[src/rtl/gb_interrupt_ctrl.sv]
// Interrupt controller owning IF (FF0F) and IE (FFFF): latches peripheral request edges,
// services CPU clear requests and bus accesses. Define GB_IRQ_SYNC_EN to add 2-flop input sync.
module gb_interrupt_ctrl #(
   parameter logic [15:0] IF_ADDR = 16'hFF0F,
   parameter logic [15:0] IE_ADDR = 16'hFFFF,
   parameter int          NUM_IRQ = 5
) (
   input  logic               clk,
   input  logic               reset_n,
   input  logic [15:0]        addr_i,
   input  logic [7:0]         data_i,
   input  logic               wr_en_i,
   input  logic               clear_interrupt_flag,
   input  logic [NUM_IRQ-1:0] irq_i,
   output logic [7:0]         reg_IF,
   output logic [7:0]         reg_IE,
   output logic [7:0]         rdata_o,
   output logic               rdata_hit_o
);

   logic [NUM_IRQ-1:0] if_q;
   logic [7:0]         ie_q;
   logic [NUM_IRQ-1:0] irq_s;
   logic [NUM_IRQ-1:0] irq_prev;
   logic [NUM_IRQ-1:0] rise;
   logic [NUM_IRQ-1:0] pend;
   logic [NUM_IRQ-1:0] clr_mask;
   logic [NUM_IRQ-1:0] if_nxt;
   logic               wr_if;
   logic               wr_ie;

`ifdef GB_IRQ_SYNC_EN
   logic [NUM_IRQ-1:0] irq_sync1;
   logic [NUM_IRQ-1:0] irq_sync2;

   always_ff @(posedge clk or negedge reset_n) begin
      if (!reset_n) begin
         irq_sync1 <= '0;
         irq_sync2 <= '0;
      end else begin
         irq_sync1 <= irq_i;
         irq_sync2 <= irq_sync1;
      end
   end

   assign irq_s = irq_sync2;
`else
   assign irq_s = irq_i;
`endif

   assign rise  = irq_s & ~irq_prev;
   assign wr_if = wr_en_i && (addr_i == IF_ADDR);
   assign wr_ie = wr_en_i && (addr_i == IE_ADDR);

   // Clear picks from pre-edge IF/IE; isolating the lowest set bit gives bit0 top priority.
   assign pend     = if_q & ie_q[NUM_IRQ-1:0];
   assign clr_mask = pend & (~pend + NUM_IRQ'(1));

   always_comb begin
      if_nxt = if_q;
      if (clear_interrupt_flag) if_nxt = if_nxt & ~clr_mask;
      if (wr_if)                if_nxt = data_i[NUM_IRQ-1:0];
      if_nxt = if_nxt | rise;
   end

   always_ff @(posedge clk or negedge reset_n) begin
      if (!reset_n) begin
         if_q     <= '0;
         ie_q     <= '0;
         irq_prev <= '0;
      end else begin
         if_q     <= if_nxt;
         irq_prev <= irq_s;
         if (wr_ie) ie_q <= data_i;
      end
   end

   // Upper IF bits forced low so reg_IF & reg_IE only flags real requests.
   assign reg_IF = {{(8-NUM_IRQ){1'b0}}, if_q};
   assign reg_IE = ie_q;

   always_comb begin
      rdata_o     = 8'h00;
      rdata_hit_o = 1'b0;
      if (!wr_en_i) begin
         if (addr_i == IF_ADDR) begin
            rdata_o     = {{(8-NUM_IRQ){1'b1}}, if_q};
            rdata_hit_o = 1'b1;
         end else if (addr_i == IE_ADDR) begin
            rdata_o     = ie_q;
            rdata_hit_o = 1'b1;
         end
      end
   end

endmodule

[config.mk]
export PLATFORM = sky130hd
export DESIGN_NAME = gb_interrupt_ctrl
export DESIGN_NICKNAME = d
export VERILOG_FILES = /design/src/rtl/gb_interrupt_ctrl.sv
export SDC_FILE = /design/constraint.sdc
export NUM_CORES = 1
export LEC_CHECK = 0
export ABC_AREA = 1
export CAP_MARGIN = 20
export CELL_PAD_IN_SITES_DETAIL_PLACEMENT = 1
export CELL_PAD_IN_SITES_GLOBAL_PLACEMENT = 1
export CORE_MARGIN = 2
export CORE_UTILIZATION = 27
export DETAILED_ROUTE_END_ITERATION = 8
export MAX_ROUTING_LAYER = met4
export PLACE_DENSITY = 0.84
export SLEW_MARGIN = 20
export SYNTH_ARGS = -nofsm -noshare
export SYNTH_HDL_FRONTEND = slang
export SYNTH_SLANG_ARGS = --single-unit
[constraint.sdc]
create_clock -name clk -period 1.1 [get_ports clk]
set_input_delay 0.165 -clock clk [delete_from_list [all_inputs] [get_ports clk]]
set_output_delay 0.165 -clock clk [all_outputs]
set_load 0.1 [all_outputs]
==> metrics.cfg <==
[run_status]
run_status = finished with violations
failed_checks = setup timing

[worst_setup_path]
cp_max_fo = 2
cp_data_required_time_ns = 0.94
crit_chain = inv_2 -> nor2_4 -> nand2_2 -> a21oi_4 -> buf_12
slowest_stage = dfrtp_4
critical_path.max_stage_delay_ns = 0.43
cp-start-kind = register
worst-setup-path-type = reg2out
critPathCaptureType = output pin
arrival_ns = 1.31

[floorplan]
die-area_um2 = 4720
initial_core_util_pct = 28.2
io_pins = 58
fp.dieW_um = 68.7
die_h_um = 68.7
core_area_um2 = 4000
row_count = 23

[drt]
via_per_inst = 5.01
antenna_left = 0
routed_wl_um = 6590
first_pass_iters = 4
drt_iter0_markers = 86
drc = 0
vias = 1497
wl_per_cell_um = 22.0

[synth]
synthAdderAreaFrac_pct = 0
yosys-top-cells-count = 53 x nand2_1, 18 x dfrtp_1, 18 x nor2_1, 17 x inv_1, 16 x nand3_1
synth_simple_gate_area_share_pct = 40.4
synth_compound_area_share_pct = 7.09
synth_most_common_cell = nand2_1
synthFlopType = dfrtp_1
synth.avg_cell_area_um2 = 7.29
synthMuxAreaShare_pct = 0
synth_top_family_by_area = simple AND/OR/NAND/NOR gates
synth_seq_cells = 18
ys_warn_count = 0
synth_top_area_share_pct = 39.9
netlist_area_um2 = 1130
synthDistinctLibCells = 20
synth-edff-count = 0
synth_top_area_cell = dfrtp_1
synth_xor_area_share_pct = 0
synth.area.top_cells = dfrtp_1 40%, nand2_1 18%, nand3_1 7.1%, nor2_1 6.0%, inv_1 5.6%
async_flop_share_pct = 100
syn_inst = 155
ys_seq_area_share_pct = 39.9

[layout]
syn_to_final_growth_pct = 147
final_nets = 283
num-fill-cells = 405
antenna_cells = 0
multi_input_area_um2 = 882
regArea_um2 = 497
fin_util_pct = 69.7
final_cells = 299
drive_gt1_share_pct = 65.5

[job]
drv_cap = 0

[place]
gp_congestion = 0.775
io_buffers = 54
dp.final_hpwl_um = 3440
place_inst = 279

[timing]
hold_viol = 0
fin_ws_ns = -0.379
rsz0062_at_grt = true
fmax_ghz = 0.676
period_needed_ns = 1.48
setup_viol = 26
post-route-period-util_pct = 134
slew_viol_final = 0
finalClockSkew_ns = 0.00639

[clocking]
cts.sinks = 18
cts_made_buffers = 3
cts_hold_buf = 0
clkLatencyLatePin_ns = 0.27
clk_pin_slew_ns = 0.08
h-tree-depth = 1
cts_tree = built
cts-root-buf = clkbuf_8
cts_buffer_depth = 2

[worst_hold_path]
hold_path_class = in2async

[grt]
grt_pass1_vias = 1733
grt_start_max_net_pins = 19
grt_pass1_wl_um = 9170
grt_usage_pct = 28.7
antenna_found_initial = 0
grt_overflow = 0

[pwr]
powerDensity_nw_per_um2 = 544
peakVddDrop_uv = 845
p_leak_nw = 1.19

-- final timing paths --
kind                                   from          end  slack [ns]  cells past startpoint
worst max-delay path              reg_IE[3]   rdata_o[3]       -0.38                      5
worst max register to register    reg_IE[3]      if_q[4]       -0.27                      8
min in group clk                   irq_i[3]  irq_prev[3]        0.35                      1
worst min register to register  irq_prev[4]      if_q[4]        0.52                      3
worst min-delay path                reset_n  irq_prev[1]        0.24                      2
max in group asynchronous           reset_n    reg_IE[6]        0.70                      2
-- sequential cells by signal, indices dropped and copies added (netlist names) --
register and flops:
if_q 5, reg_IE 8, irq_prev 5
-- repair_timing --
| item | CTS | global route |
|---|---|---|
| setup endpoints to repair | 34 | 34 |
| resized for setup | 117 | 53 |
| buffers inserted | 12 | 10 |
| gates cloned | 1 | 0 |
| pin swaps | 40 | 26 |
-- cells by family after synthesis --
logic type,after synthesis
flops,18
other cells,1
simple gates,100
compound gates,10
buf+inv,26
-- metrics by stage --
step	hold WS, ns	setup WS, ns	area (um2)	power [mW]	setup TNS, ns
detailed placement	0.507	-0.786	2240	0.949	-15.61
global placement	0.492	-0.689	2240	0.942	-13.77
finish	0.235	-0.379	2790	1.52	-5.91
CTS	0.249	-0.314	2570	1.43	-5.64
floorplan	-0.131	-0.459	1260	0.782	-3.92
global route	0.250	-0.410	2790	1.55	-6.65
-- where the power goes --
group	internal (mW)	switching (mW)	total [mW]
Sequential	0.670	0.00321	0.673
Combinational	0.146	0.164	0.310
Clock	0.259	0.273	0.532
-- final cells by class --
class | count | share of cell area (%)
Inverter | 18 | 2.74
Timing Repair Buffer | 96 | 43.9
Tap cell | 50 | 2.24
Clock buffer | 4 | 1.62
Sequential cell | 18 | 17.8
Multi-Input combinational cell | 113 | 31.6
-- worst max-delay path, delay by kind of cell (launching register included) --
family / cells / cell delay [ns]
flip-flops: 1 / 0.43
buffers and inverters: 2 / 0.24
AO/OA/AOI/OAI: 1 / 0.20
AND/OR/NAND/NOR: 2 / 0.17
-- cells in the final DEF (no fill, tap or decap), drive strengths merged --
| cell type | instances |
|---|---|
| a21boi | 2 |
| a21oi | 5 |
| a31oi | 1 |
| buf | 80 |
| clkbuf | 4 |
| clkdlybuf4s50 | 15 |
| clkinvlp | 1 |
| conb | 3 |
| dfrtp | 18 |
| dlygate4sd2 | 1 |
| inv | 17 |
| nand2 | 54 |
| nand3 | 21 |
| nand4 | 5 |
| nor2 | 20 |
| o21a | 2 |
-- per-layer routing --
metal,part of all wire (%),GRT usage [%]
met1,38,29.8
met3,4.1,3.57
met4,4.4,14.7
met5,0,-
met2,54,52.8
(Power assumes the default switching activity.)
